--- src/rtl/fetch_decode_reg_pkg.sv ---
// Shared IF/ID pipeline types and constants used by the fetch/decode boundary register.
package fetch_decode_reg_pkg;

    localparam int XLEN = 32;

    localparam logic [XLEN-1:0] NOP_INSTR = 32'h00000013;
    localparam logic [XLEN-1:0] RESET_PC  = '0;

    typedef enum logic {
        SKID_EMPTY = 1'b0,
        SKID_FULL  = 1'b1
    } skid_state_t;

    typedef struct packed {
        logic [XLEN-1:0] instr;
        logic [XLEN-1:0] pc;
        logic [XLEN-1:0] pc_plus4;
        logic            valid;
    } if_id_t;

    function automatic if_id_t bubble();
        if_id_t b;
        b.instr    = NOP_INSTR;
        b.pc       = RESET_PC;
        b.pc_plus4 = RESET_PC;
        b.valid    = 1'b0;
        return b;
    endfunction

endpackage

--- src/rtl/fetch_decode_reg_skid_buffer.sv ---
// One-entry holding register: captures on load while empty, drains on unload or flush.
module skid_buffer #(
    parameter int DW = 8
) (
    input  logic          clk,
    input  logic          rst,
    input  logic          flush,
    input  logic          load,
    input  logic          unload,
    input  logic [DW-1:0] din,
    output logic [DW-1:0] dout,
    output logic          full
);
    import fetch_decode_reg_pkg::*;

    skid_state_t state;

    always_ff @(posedge clk or posedge rst) begin
        if (rst) begin
            state <= SKID_EMPTY;
            dout  <= '0;
        end else begin
            case (state)
                SKID_EMPTY: begin
                    if (!flush && load) begin
                        state <= SKID_FULL;
                        dout  <= din;
                    end
                end
                SKID_FULL: begin
                    if (flush || unload)
                        state <= SKID_EMPTY;
                end
                default: state <= SKID_EMPTY;
            endcase
        end
    end

    assign full = (state == SKID_FULL);

endmodule

--- src/rtl/fetch_decode_reg.sv ---
// IF/ID pipeline register with stall, flush and a one-entry skid for late imem returns.
module fetch_decode_reg #(
    parameter int                WIDTH     = 32,
    parameter logic [WIDTH-1:0]  NOP_INSTR = 32'h00000013
) (
    input  logic             clk,
    input  logic             rst,
    input  logic             StallD,
    input  logic             FlushD,
    input  logic [WIDTH-1:0] InstrF,
    input  logic [WIDTH-1:0] PCF,
    input  logic [WIDTH-1:0] PCPlus4F,
    input  logic             InstrValidF,
    output logic             ReadyF,
    output logic [WIDTH-1:0] InstrD,
    output logic [WIDTH-1:0] PCD,
    output logic [WIDTH-1:0] PCPlus4D,
    output logic             ValidD
);
    import fetch_decode_reg_pkg::*;

    if_id_t fetch_in;
    if_id_t skid_out;
    if_id_t d_q;
    logic   skid_full;

    always_comb begin
        fetch_in.instr    = InstrValidF ? InstrF : NOP_INSTR;
        fetch_in.pc       = PCF;
        fetch_in.pc_plus4 = PCPlus4F;
        fetch_in.valid    = InstrValidF;
    end

    // The skid only captures in the EMPTY state, so load needs no state qualifier here.
    skid_buffer #(
        .DW($bits(if_id_t))
    ) u_skid (
        .clk    (clk),
        .rst    (rst),
        .flush  (FlushD),
        .load   (StallD && InstrValidF),
        .unload (!StallD),
        .din    (fetch_in),
        .dout   (skid_out),
        .full   (skid_full)
    );

    always_ff @(posedge clk or posedge rst) begin
        if (rst) begin
            d_q <= bubble();
        end else if (FlushD) begin
            d_q <= bubble();
        end else if (!StallD) begin
            d_q <= skid_full ? skid_out : fetch_in;
        end
    end

    // Driven only by registered skid state so the hazard unit never reaches fetch combinationally.
    assign ReadyF   = ~skid_full;
    assign InstrD   = d_q.instr;
    assign PCD      = d_q.pc;
    assign PCPlus4D = d_q.pc_plus4;
    assign ValidD   = d_q.valid;

    no_fetch_while_busy: assert property (@(posedge clk) disable iff (rst) !(InstrValidF && !ReadyF));

endmodule
--- config.mk ---
export PLATFORM = sky130hd
export DESIGN_NAME = fetch_decode_reg
export DESIGN_NICKNAME = d
export VERILOG_FILES = /design/src/rtl/fetch_decode_reg_pkg.sv /design/src/rtl/fetch_decode_reg_skid_buffer.sv /design/src/rtl/fetch_decode_reg.sv
export SDC_FILE = /design/constraint.sdc
export NUM_CORES = 1
export LEC_CHECK = 0
export CORE_MARGIN = 1.5
export CORE_UTILIZATION = 47
export CTS_BUF_LIST = sky130_fd_sc_hd__clkbuf_8
export DETAILED_ROUTE_END_ITERATION = 16
export GPL_TIMING_DRIVEN = 0
export PLACE_DENSITY = 0.75
export SETUP_SLACK_MARGIN = 0.15
export SYNTH_ARGS = -nofsm -noshare
export SYNTH_HDL_FRONTEND = slang
export SYNTH_SLANG_ARGS = --single-unit
export TNS_END_PERCENT = 50
--- constraint.sdc ---
create_clock -name clk -period 5.8 [get_ports clk]
set_input_delay 0.87 -clock clk [delete_from_list [all_inputs] [get_ports clk]]
set_output_delay 0.87 -clock clk [all_outputs]
set_load 0.02 [all_outputs]
==> run summary <==
The post-detailed-placement half-perimeter wirelength is 15.34 mm. In this run the tool buffered the top-level ports with 198 buffer cells. The hold buffer count at CTS came out at 0. The post-synthesis sequential area ratio came out at 0.5744. The worst IR drop on VDD is 0.1548 mV. Across the run, the number of max-cap violations was 0. The final design instance area without fill is 11350 um^2. The cell count after synthesis came out at 619. The required time at the endpoint of the critical path is 4.93 ns. The number of violations reported at the end of detailed-routing iteration 0 came out at 178. The overall track demand over capacity in global routing came out at 0.2346. The delay of the slowest cell on the worst path came out at 0.54 ns. Along the worst hold path, the cell count comes to 1. The number of design rule violations left after detail routing came out at 0.

The routed design could run at a clock period as short as 3.019 ns. The worst setup path is launched from a flop. The number of nets still failing antenna checks after routing is 0. The via count of the first global-routing pass came out at 6521. The fmax is 331.3 MHz. The routed length per placed instance is 19.69 um. The slew at the pin closest to its max-slew limit is 0.6207 ns. The number of clock buffers added by TritonCTS is 17.

The overall power consumption came out at 3.223 mW. The final-report max-slew violation count was 0. In the layout the commonest cells are sky130_fd_sc_hd__clkdlybuf4s50_1 (198), sky130_fd_sc_hd__dfrtp_1 (192), sky130_fd_sc_hd__mux2i_1 (68). Headroom to the max-slew limit came out at 0.5862. The number of clock sinks seen by CTS is 195. Summed over all layers, the routed wires come to 21.27 mm. The highest net fanout along the worst path came out at 10.

The via density per instance is 5.502. The total setup violations reported at the end of the flow came out at 0. The placeable core region came out at 17480 um^2. On the critical path, the stage with the largest delay is an instance of sky130_fd_sc_hd__clkdlybuf4s50_1. The final net count came out at 943.

The mean area per synthesized cell came out at 13.73 um^2. The placement row count came out at 48. From bottom edge to top edge, the die measures 137.5 um. CTS placed an instance of sky130_fd_sc_hd__clkbuf_8 at the clock tree root. The total congestion overflow came out at 0. The area of the mapped netlist came out at 8502 um^2. The number of library cell types mapped by synthesis is 25. The flow ran to the end, and the final reports show no timing, DRC or antenna violations.

The leakage power came out at 4.803 nW. The clock transition time at the flip-flop clock pins of the worst setup and hold paths came out at 0.09 ns. The source-to-sink clock delay at the later pin of the worst-skew pair is 0.46 ns. The first-pass GRT wire length is 33.80 mm.

The via count is 5942. Setup repair after global routing left no endpoint under its margin. The horizontal die dimension came out at 137.5 um. The final number of hold-violating endpoints was 0.

The number of H-tree levels is 4. Together, buffers and inverters on the worst path number 5. The clock tree skew after final layout is 0.01376 ns. The endpoint arrival time on the critical path is 2.15 ns. The worst hold path class is reg -> reg. The number of gates resized after CTS came out at 0.

The die covers 18900 um^2. The number of storage elements in the synthesis netlist is 195. The placed instance count is 1048. The number of setup buffers added after CTS is 0.

For this run, the detailed router's first-pass iteration total came to 4. The number of warnings reported in the yosys synthesis log came out at 0. The pin count of the biggest net entering global routing came out at 41. Sorting the synthesized cells by area gives the leading types as sky130_fd_sc_hd__dfrtp_1 (57%), sky130_fd_sc_hd__mux2_2 (8.9%), sky130_fd_sc_hd__mux2i_1 (8.0%), sky130_fd_sc_hd__a211oi_1 (5.7%), sky130_fd_sc_hd__nor2b_1 (4.8%). The final instance count without filler cells came out at 1080.

Compared with the post-synthesis result, the final layout area differs by 33.55%. The CTS tree is done. STA classifies the critical path endpoint as a primary output.

Of the post-synthesis cell area, the dominant cell type holds 0.5651. The setup path with the least slack is of type reg -> out. The share of the cycle needed by the critical path after routing is 0.5204. The final weighted congestion of routability-driven global placement came out at 0.7672. The fraction of the core area covered by cells at the end of the flow is 0.6497. The number of ports placed on the die boundary came out at 199. The initial utilization of the core area, before any placement, comes to 0.4865. The number of gates on the worst path with buffers counted came out at 5. In this run the power density over the cells is 283.8 nW/um^2. The family with the most delay on the worst path is buffers and inverters. The final sum of negative setup slack came out at 0 ns. Synthesis produced a netlist with a net count of 720. Walking the worst path, the cells encountered are buf_6 -> buf_4 -> buf_2 -> inv_1 -> clkdlybuf4s50_1. The clock passes through at most 2 buffers. The area after detailed placement came out at 10900 um^2. Summed over all instances, the cell type with the most area after synthesis is sky130_fd_sc_hd__dfrtp_1. The initial antenna violation count is 1. The worst register-to-register path has a depth of 6.

The fraction of layout instances using a drive strength above 1 is 0.1569. Leaving out fill and tap cells, the most frequent cell in the layout is sky130_fd_sc_hd__clkdlybuf4s50_1.
## worst paths after layout
check | from | to | slack (ns)
worst max register to register | u_skid.full | u_skid.dout[3] | 3.93
worst min-delay path | u_skid.dout[0] | u_skid.dout[0] | 0.49
worst max-delay path | u_skid.full | ReadyF | 2.78
worst min register to register | u_skid.dout[0] | u_skid.dout[0] | 0.49
min in group asynchronous | rst | u_skid.dout[9] | 0.83
max in group asynchronous | rst | InstrD[1] | 4.44
## power by group
group | total (mW) | switching [mW] | internal (mW)
combinational | 0.580 | 0.260 | 0.320
sequential | 1.64 | 0.0992 | 1.54
clock | 1.00 | 0.476 | 0.525
## Yosys cell counts (all sizes together)
library cell,count
nor4bb,1
mux2,93
and3b,29
mux2i,68
nor4b,1
a221oi,3
nor2,1
clkbuf,28
buf,26
dfstp,3
nor2b,65
dfrtp,192
inv,9
nor3b,4
nor3,1
a221o,29
or2,1
a211oi,65
## metrics by stage
step,hold WS [ns],setup slack (ns)
2_1_floorplan,0.4393,2.414
3_3_place_gp,0.4561,1.027
3_5_place_dp,0.4630,2.871
4_1_cts,0.4839,2.748
5_1_grt,0.4968,2.660
6_report,0.4894,2.781
## flip-flops by register name, summed over array words and instances, names as in the netlist
signal       count
ValidD           1
u_skid.full      1
u_skid.dout     97
InstrD          32
PCPlus4D        32
PCD             32
## layer usage
layer / track usage / up-vias / wire (um)
li1: - / 2712 / -
met4: 0.06725 / 0 / 332
met5: 0 / - / 0
met2: 0.3975 / 154 / 10750
met3: 0.06659 / 20 / 1146
met1: 0.2932 / 3056 / 9039
## final cells by class
| cell class | count | area [um^2] |
|---|---|---|
| clock inverter | 13 | 207.7 |
| clock buffer | 18 | 247.7 |
| sequential | 195 | 4883 |
| antenna | 1 | 2.502 |
| multi-input combinational | 361 | 3268 |
| inverter | 9 | 37.54 |
| fill | 1336 | 6122 |
| timing repair buffer | 204 | 2110 |
| tap | 225 | 281.5 |
| buffer | 54 | 316.6 |
## worst reg2reg max path, cell delays in order, from the launching register on
cell,delay [ns]
sky130_fd_sc_hd__dfrtp_1,0.38
sky130_fd_sc_hd__buf_6,0.14
sky130_fd_sc_hd__nor4bb_1,0.25
sky130_fd_sc_hd__buf_2,0.28
sky130_fd_sc_hd__buf_8,0.22
sky130_fd_sc_hd__buf_12,0.16
sky130_fd_sc_hd__mux2_1,0.33
## kinds of logic (layout without fill, tap and decap cells)
logic type | count (synthesis) | after routing | synth area share
other | 0 | 1 | 0
multiplexers | 161 | 161 | 0.2032
buffers and inverters | 63 | 298 | 0.04121
AO/OA/AOI/OAI | 97 | 97 | 0.09463
flip-flops | 195 | 195 | 0.5744
AND/OR/NAND/NOR | 103 | 103 | 0.08653
Note: power is estimated with default switching activity, not from simulation.
